--- src/rtl/single_slope_adc_if.sv ---
// Result channel of the single-slope ADC: the sample register with its valid/ready
// handshake and the overflow qualifier.
interface single_slope_adc_if #(
  parameter int WIDTH = 10
);
  logic [WIDTH-1:0] sample;
  logic             sample_valid;
  logic             sample_ready;
  logic             overflow;

  modport master (
    output sample,
    output sample_valid,
    output overflow,
    input  sample_ready
  );

  modport slave (
    input  sample,
    input  sample_valid,
    input  overflow,
    output sample_ready
  );
endinterface

--- src/rtl/single_slope_adc.sv ---
// Single-slope ADC controller: discharges the ramp capacitor, counts while the ramp rises
// and captures the count when the synchronized comparator trips or the count hits full scale.
module single_slope_adc #(
  parameter int WIDTH            = 10,
  parameter int DISCHARGE_CYCLES = 64
) (
  input  logic               clk,
  input  logic               rst,
  input  logic               comp_in,
  input  logic               run,
  output logic               ramp_discharge,
  output logic               busy,
  output logic               overrun,
  single_slope_adc_if.master res
);

  typedef enum logic [1:0] {IDLE, DISCHARGE, RAMP} state_t;

  localparam logic [WIDTH-1:0] FULL_SCALE = '1;
  localparam logic [15:0]      DIS_LAST   = 16'(DISCHARGE_CYCLES - 1);

  state_t           state, state_next;
  logic [15:0]      dis_cnt, dis_cnt_next;
  logic [WIDTH-1:0] conv_cnt, conv_cnt_next;
  logic             comp_meta, comp_s;
  logic             capture;
  logic             cap_ovf;
  logic [WIDTH-1:0] cap_value;

  // comp_in is asynchronous; the 2-cycle latency is intentionally left in the result
  always_ff @(posedge clk or posedge rst) begin
    if (rst) begin
      comp_meta <= 1'b0;
      comp_s    <= 1'b0;
    end else begin
      comp_meta <= comp_in;
      comp_s    <= comp_meta;
    end
  end

  always_ff @(posedge clk or posedge rst) begin
    if (rst) begin
      state    <= IDLE;
      dis_cnt  <= '0;
      conv_cnt <= '0;
    end else begin
      state    <= state_next;
      dis_cnt  <= dis_cnt_next;
      conv_cnt <= conv_cnt_next;
    end
  end

  always_comb begin
    state_next    = state;
    dis_cnt_next  = dis_cnt;
    conv_cnt_next = conv_cnt;
    capture       = 1'b0;
    cap_ovf       = 1'b0;
    cap_value     = conv_cnt;
    unique case (state)
      IDLE: begin
        if (run) begin
          state_next   = DISCHARGE;
          dis_cnt_next = '0;
        end
      end
      DISCHARGE: begin
        if (dis_cnt == DIS_LAST) begin
          state_next    = RAMP;
          conv_cnt_next = '0;
        end else begin
          dis_cnt_next = dis_cnt + 16'd1;
        end
      end
      RAMP: begin
        conv_cnt_next = conv_cnt + 1'b1;
        if (comp_s) begin
          capture = 1'b1;
        end else if (conv_cnt == FULL_SCALE) begin
          capture = 1'b1;
          cap_ovf = 1'b1;
        end
        // run is only sampled here, so dropping it mid-conversion never aborts one
        if (capture) begin
          state_next   = run ? DISCHARGE : IDLE;
          dis_cnt_next = '0;
        end
      end
      default: state_next = IDLE;
    endcase
  end

  assign ramp_discharge = (state != RAMP);
  assign busy           = (state != IDLE);

  // A full register that is not being drained drops the new result and flags overrun
  always_ff @(posedge clk or posedge rst) begin
    if (rst) begin
      res.sample       <= '0;
      res.overflow     <= 1'b0;
      res.sample_valid <= 1'b0;
      overrun          <= 1'b0;
    end else if (capture) begin
      if (!res.sample_valid || res.sample_ready) begin
        res.sample       <= cap_value;
        res.overflow     <= cap_ovf;
        res.sample_valid <= 1'b1;
      end else begin
        overrun <= 1'b1;
      end
    end else if (res.sample_valid && res.sample_ready) begin
      res.sample_valid <= 1'b0;
    end
  end

endmodule

--- src/flat_wrapper.sv ---
// flat-port wrapper written by rule: the top's interface ports become plain ports
module single_slope_adc_flat 
#(
  parameter int WIDTH            = 10,
  parameter int DISCHARGE_CYCLES = 64
)
  (clk, rst, comp_in, run, ramp_discharge, busy, overrun, res_sample, res_sample_valid, res_overflow, res_sample_ready);
  single_slope_adc_if #(.WIDTH(WIDTH)) res_i ();
  input  logic clk;
  input  logic rst;
  input  logic comp_in;
  input  logic run;
  output logic ramp_discharge;
  output logic busy;
  output logic overrun;
  output wire logic [$bits(res_i.sample)-1:0] res_sample;
  output wire logic [$bits(res_i.sample_valid)-1:0] res_sample_valid;
  output wire logic [$bits(res_i.overflow)-1:0] res_overflow;
  input wire logic [$bits(res_i.sample_ready)-1:0] res_sample_ready;
  assign res_sample = res_i.sample;
  assign res_sample_valid = res_i.sample_valid;
  assign res_overflow = res_i.overflow;
  assign res_i.sample_ready = res_sample_ready;
  single_slope_adc #(.WIDTH(WIDTH), .DISCHARGE_CYCLES(DISCHARGE_CYCLES)) u_core (.clk(clk), .rst(rst), .comp_in(comp_in), .run(run), .ramp_discharge(ramp_discharge), .busy(busy), .overrun(overrun), .res(res_i));
endmodule
--- config.mk ---
export PLATFORM = sky130hd
export DESIGN_NAME = single_slope_adc_flat
export DESIGN_NICKNAME = d
export VERILOG_FILES = /design/src/rtl/single_slope_adc_if.sv /design/src/rtl/single_slope_adc.sv /design/src/flat_wrapper.sv
export SDC_FILE = /design/constraint.sdc
export NUM_CORES = 1
export LEC_CHECK = 0
export CORE_AREA = 2 2 73 75
export CTS_CLUSTER_DIAMETER = 200
export CTS_CLUSTER_SIZE = 16
export DETAILED_ROUTE_END_ITERATION = 10
export DIE_AREA = 0 0 75 77
export HOLD_SLACK_MARGIN = 0.05
export PLACE_DENSITY = 0.6
export REMOVE_ABC_BUFFERS = 1
export SLEW_MARGIN = 20
export SYNTH_ARGS = -nofsm -noshare
export SYNTH_HDL_FRONTEND = slang
export SYNTH_SLANG_ARGS = --single-unit
--- constraint.sdc ---
create_clock -name clk -period 3.9 [get_ports clk]
set_clock_uncertainty 0.15 [all_clocks]
set_input_delay 0.78 -clock clk [delete_from_list [all_inputs] [get_ports clk]]
set_output_delay 0.78 -clock clk [all_outputs]
set_load 0.01 [all_outputs]
Word level (Yosys, flattened, before mapping)
Index checks and enable logic that the tools add are counted.
{"block": "classes", "shift": 0, "bitwise": 1, "n_mul": 0, "reduce_logical": 14, "div_mod_pow": 0, "mux": 20, "n_eq_ne": 10, "n_addsub": 2, "order_cmp": 0}
{"op": "2-to-1 mux 16 bit", "n": 3}
{"op": "case mux 16 bit (3 select lines)", "n": 1}
{"op": "case mux 10 bit (2 select lines)", "n": 1}
{"op": "adder 16 x 1 -> 16 bit, second input constant", "n": 1}
{"op": "equality test 16 x 6 -> 1 bit, second input constant", "n": 1}
{"op": "adder 10 x 1 -> 10 bit, second input constant", "n": 1}
{"op": "equality test 10 bit, second input constant", "n": 1}
{"op": "2-to-1 mux 1 bit", "n": 10}
{"op": "2-to-1 mux 10 bit", "n": 1}
{"op": "inequality test 2 bit, second input constant", "n": 4}
{"op": "AND reduction 2 bit", "n": 4}
{"op": "2-to-1 mux 2 bit", "n": 3}
{"op": "case mux 2 bit (3 select lines)", "n": 1}
{"op": "nonzero test 2 bit", "n": 3}
{"op": "inequality test 2 x 1 -> 1 bit, second input constant", "n": 2}
{"op": "AND reduction 4 bit", "n": 1}
{"op": "AND reduction 3 bit", "n": 1}
{"op": "nonzero test 3 bit", "n": 1}
{"op": "equality test 2 x 1 -> 1 bit, second input constant", "n": 1}
{"op": "equality test 2 bit, second input constant", "n": 1}
{"op": "zero test 2 bit", "n": 1}
{"op": "logical AND 1 bit", "n": 1}
{"op": "zero test 1 bit", "n": 1}
{"op": "logical OR 1 bit", "n": 1}
{"op": "inverter 1 bit", "n": 1}
{"block": "totals", "rom_bits": 0, "latchBits": 0, "input_bits": 5, "mem_bits_rw": 0, "memories": 0, "reg_bits": 43}

Depth between registers and ports, before layout
{"block": "logic_depth", "word_depth": 7, "depth_mapped": 8, "ltp_nobuf": 6}

Least setup slack after synthesis
No wires, ideal clock.
{"block": "synth_path", "path_type": "reg2reg", "from": "register u_core.conv_cnt[0] (netlist: u_core.cap_value[0])", "to": "register u_core.res.sample[0]", "path_slack_ns": 1.934, "t_required_ns": 3.625, "setup_time_ns": 0.125, "arrival_time_ns": 1.691, "path_buffers": 1, "path_stages_with_launch": 8, "cell_sequence": "dfrtp_1 ha_1 and4_1 a41oi_1 nand2b_1 nor2_2 buf_6 mux2_2"}
{"block": "synth_between", "elab_chain_len": 6}
{"element": "start: declaration", "line_no": "single_slope_adc.sv:24", "source": "logic [WIDTH-1:0] conv_cnt, conv_cnt_next;"}
{"element": "start signal: assignment", "line_no": "single_slope_adc.sv:49", "source": "conv_cnt <= conv_cnt_next;"}
{"element": "equality test 10 bit", "line_no": "single_slope_adc.sv:79", "source": "end else if (conv_cnt == FULL_SCALE) begin"}
{"element": "2-to-1 mux 1 bit", "line_no": "single_slope_adc.sv:79"}
{"element": "2-to-1 mux 1 bit", "line_no": "single_slope_adc.sv:77", "source": "if (comp_s) begin"}
{"element": "2-to-1 mux 1 bit (2 in series)", "line_no": "single_slope_adc.sv:60", "source": "unique case (state)"}
{"element": "AND reduction 2 bit (no source line)"}
{"element": "end signal: assignment", "line_no": "single_slope_adc.sv:105", "source": "res.sample <= cap_value;"}
{"element": "end: declaration", "line_no": "single_slope_adc_if.sv:12", "source": "output sample,"}
Several ways; a longest one is shown, not always the timed one. The select of a mux whose other input is x is not followed.
A chain may end at the register's enable or synchronous reset.

Worst setup path in the final report
{"block": "layout_path", "from": "register u_core.state[1]", "to": "output ramp_discharge"}
{"block": "layout_between", "elab_chain_len": 1}
{"element": "start: declaration", "line_no": "single_slope_adc.sv:22", "source": "state_t state, state_next;"}
{"element": "start signal: assignment", "line_no": "single_slope_adc.sv:47", "source": "state <= state_next;"}
{"element": "inequality test 2 bit", "line_no": "single_slope_adc.sv:93", "source": "assign ramp_discharge = (state != RAMP);"}
{"element": "end: declaration", "line_no": "flat_wrapper.sv:13", "source": "output logic ramp_discharge;"}
Every way passes these cells.

==> PnR_summary.wiki <==
{| class="wikitable"
! Metric !! Value
|-
| Buf/Inv on CP || 2
|-
| Clock Sink Count || 43
|-
| Number of H-tree levels || 2
|-
| Startpoint class of the critical path || flip-flop
|-
| Overflow left after global routing || 0
|-
| Detailed-route wire length per cell || ~15 um
|-
| GR Layer Usage met3 || just over 4%
|-
| Total I/O pin count || 20
|-
| Worst Path Max Fanout || 13
|-
| DIE HEIGHT || between 70 and 80 um
|-
| Area of the core region || between 0.004 and 0.005 sq mm
|-
| CTS root buffer || clkbuf_8
|-
| Number of max-slew violations in the final report || 0
|-
| Antenna diode count || 0
|-
| Class of the most critical hold timing path || flip-flop to flip-flop
|-
| Number of global-route vias before repair || between 1500 and 2000
|-
| Setup repair after global routing missed its margin || no
|-
| Flip-flop cell with the highest count after synthesis || dfrtp_1
|-
| Pre-CTS worst setup slack || 1.38 ns
|-
| Type of the worst setup path || flip-flop to primary output
|-
| Max capacitance violation total || 0
|-
| Required time at the worst-slack endpoint || approximately 3 ns
|-
| Largest voltage drop on the vdd net || approximately 0.00026 V
|-
| Share of flip-flops with an asynchronous set or reset after synthesis || 100%
|-
| Quantity of gates resized following cts || 0
|-
| Cells after Synth || slightly above 200
|-
| Critical path's largest stage delay || 0.55 ns
|-
| Netlist area before placement || roughly 0.0021 sq mm
|-
| First-pass GRT wire length || between 7 and 8 mm
|-
| Hold-fix buffers, CTS || 0
|-
| Hold Worst Slack || between 0.2 and 0.25 ns
|-
| Number of distinct standard cells referenced by the synthesized netlist || 43
|-
| Overall fraction of global-route tracks in use || between 15 and 20%
|-
| Number of enable-type register cells in the synthesized netlist || 0
|-
| Sum of net half-perimeters after detailed placement || between 3 and 4 mm
|-
| PwrDens || roughly 500 mW/mm^2
|-
| Final cycle utilization of the critical path || approximately three quarters
|-
| Number of detailed-routing iterations run before antenna repair || 4
|-
| GP Congestion || 0.794
|-
| Antenna violations before repair || 0
|-
| Crit path cell chain || nor2b_1 > inv_1 > clkdlybuf4s50_1
|-
| Ys Warns || 0
|-
| Cell type of the slowest stage on the worst timing path || clkdlybuf4s50_1
|-
| Worst skew pair latency || just under 0.3 ns
|-
| Grt met2 use || 24.5%
|-
| Flops & latches, synth || 43
|-
| Post-route cell area || between 0.002 and 0.0025 sq mm
|-
| CTS tree || done
|-
| Post-route DRC || 0
|-
| PnR worst setup slack || ~1.0 ns
|-
| Run status || finished clean
|-
| Maximum number of pins on one net before global-route repair || 23
|-
| Number of fill cells || between 400 and 500
|-
| Count of routing violations after the opening detailed-route iteration || between 90 and 100
|-
| Via density per instance || around 5.3
|-
| Time the final worst path needs with I/O delays and setup || 2.86 ns
|-
| Part of the Yosys area used for sequential elements || between 50% and 60%
|-
| Post-place instance area || ~0.0023 sq mm
|-
| Antenna Violating Nets Remaining || 0
|-
| Largest buffer count on any clock path || 2
|-
| Headroom to the max-slew limit || 47.2%
|-
| CTS buffer count || 5
|-
| Count of endpoints failing hold in the final timing report || 0
|-
| Count of standard-cell rows || 26
|-
| Routed WL || 4.41 mm
|-
| Vias after detailed routing || ~1600
|-
| Fraction of layout cells with a size suffix above 1 || 11.9%
|-
| Routing usage on met1 || 25.6%
|-
| Most used routing layer || met1
|-
| Setup total negative slack || 0 ns
|-
| Crit path max-delay family || buffers and inverters
|-
| Category of the worst setup path capture point || primary output
|-
| Buffers on Ports || 19
|-
| Fmax || 349 MHz
|-
| Power consumption || 0.00118 W
|-
| Die Width || 75 um
|-
| Final setup violating endpoints || 0
|-
| Avg Inst Size Synth || 10.2 sq um
|-
| Layout overhead on the synthesized area || 15.4%
|-
| Fin nets || about 230
|-
| Initial standard-cell utilization of the core || 42.3%
|-
| Leakage power total || about 1.1 nW
|-
| Worst Tran Pin Value || 0.787 ns
|-
| Signal arrival time at the worst endpoint || 1.93 ns
|-
| Total Die Area || around 0.0058 sq mm
|-
| Clock transition at path regs || approximately 0.090 ns
|-
| Count of buffers added by post-CTS timing repair for setup || 0
|}
==> layer usage <==
layer,vias up,share of wire (%)
met5,-,0
met4,0,0.66
met3,2,3.1
met2,29,45
met1,770,51
li1,785,-
==> cell families (layout without fill, tap and decap cells) <==
group,after synthesis,count (layout),synth area share [%]
and+or+nand+nor,80,80,19.8
buffers and inverters,15,36,3.99
AOI/OAI and AO/OA,50,50,15.8
xor gates and xnor gates,3,3,1.25
DFF,43,43,51.2
adders and majority gates,2,2,1.19
muxes,13,13,6.78
==> layout make-up <==
| class | count | area (sq um) | share of cell area [%] |
|---|---|---|---|
| inverters | 7 | 26.3 | 1.08 |
| clock inverters | 3 | 20.0 | 0.825 |
| flip-flops and latches | 43 | 1080 | 44.3 |
| multi-input cells | 148 | 943 | 38.9 |
| clock buffers | 5 | 68.8 | 2.84 |
| well taps | 70 | 87.6 | 3.61 |
| repair buffers | 21 | 205 | 8.45 |
==> through the flow <==
| stage | util (%) | instances |
|---|---|---|
| global route | 48.8 | 297 |
| CTS | 48.8 | 297 |
| global placement | 47.0 | 289 |
| detailed placement | 47.0 | 289 |
| finish | 48.8 | 297 |
| floorplan | - | 198 |
==> worst register-to-register path: cells and delay by family (launching register included) <==
family,cells,cell delay (ns)
mux,1,0.40
flops,1,0.47
simple gates,3,0.92
fa+ha+maj,1,0.24
compound gates,1,0.18
==> worst paths after layout <==
kind	cells after the start	endpoint	startpoint	slack, ns
max in group asynchronous	3	u_core.dis_cnt[6]$_DFFE_PP0P_	rst	2.19
min reg2reg	0	u_core.comp_s$_DFF_PP0_	u_core.comp_meta$_DFF_PP0_	0.22
max	3	ramp_discharge	u_core.state[1]$_DFFE_PP0P_	1.04
min	0	u_core.comp_s$_DFF_PP0_	u_core.comp_meta$_DFF_PP0_	0.22
min in group asynchronous	2	u_core.res.sample[6]$_DFFE_PP0P_	rst	0.69
max reg2reg	6	u_core.res.sample[1]$_DFFE_PP0P_	u_core.cap_value[0]$_DFFE_PP0P_	1.42
==> cell usage after synthesis (all sizes together) (3+ instances only) <==
master | count | area, sq um
a21o | 3 | 22.5
a21oi | 8 | 40.0
a2bb2oi | 4 | 35.0
a31oi | 8 | 50.1
a41oi | 3 | 26.3
and2 | 5 | 33.8
and3 | 5 | 32.5
and4 | 3 | 26.3
buf | 5 | 46.3
clkbuf | 3 | 11.3
dfrtp | 43 | 1080
inv | 7 | 26.3
mux2 | 10 | 113
mux2i | 3 | 30.0
nand2 | 26 | 97.6
nand2b | 4 | 25.0
nand3 | 7 | 35.0
nand4 | 5 | 31.3
nor2 | 14 | 55.1
nor2b | 3 | 18.8
o21ai | 14 | 70.1
==> sequential cells by signal, indices dropped and copies added (netlist names) <==
register                 flops
u_core.dis_cnt              16
u_core.cap_value            10
u_core.res.sample           10
u_core.state                 2
u_core.comp_meta             1
u_core.comp_s                1
u_core.overrun               1
u_core.res.overflow          1
u_core.res.sample_valid      1
==> cells in the final DEF (no fill, tap or decap), drive strengths merged, types with 3 or more instances in the layout <==
cell / n
nand2b: 4
and2: 5
nand2: 26
a31oi: 8
a41oi: 3
nor2: 14
and3: 5
nor2b: 3
clkdlybuf4s50: 19
a21oi: 8
mux2: 10
nand4: 5
and4: 3
a2bb2oi: 4
o21ai: 14
mux2i: 3
nand3: 7
clkbuf: 5
a21o: 3
dfrtp: 43
inv: 6
==> power breakdown <==
group          total, W  switching (W)  internal, W
Sequential     0.000600      0.0000852     0.000514
Combinational  0.000302       0.000167     0.000135
Clock          0.000282       0.000158     0.000125
Total           0.00118       0.000410     0.000774
No activity file was read; power rests on OpenSTA's default activity.
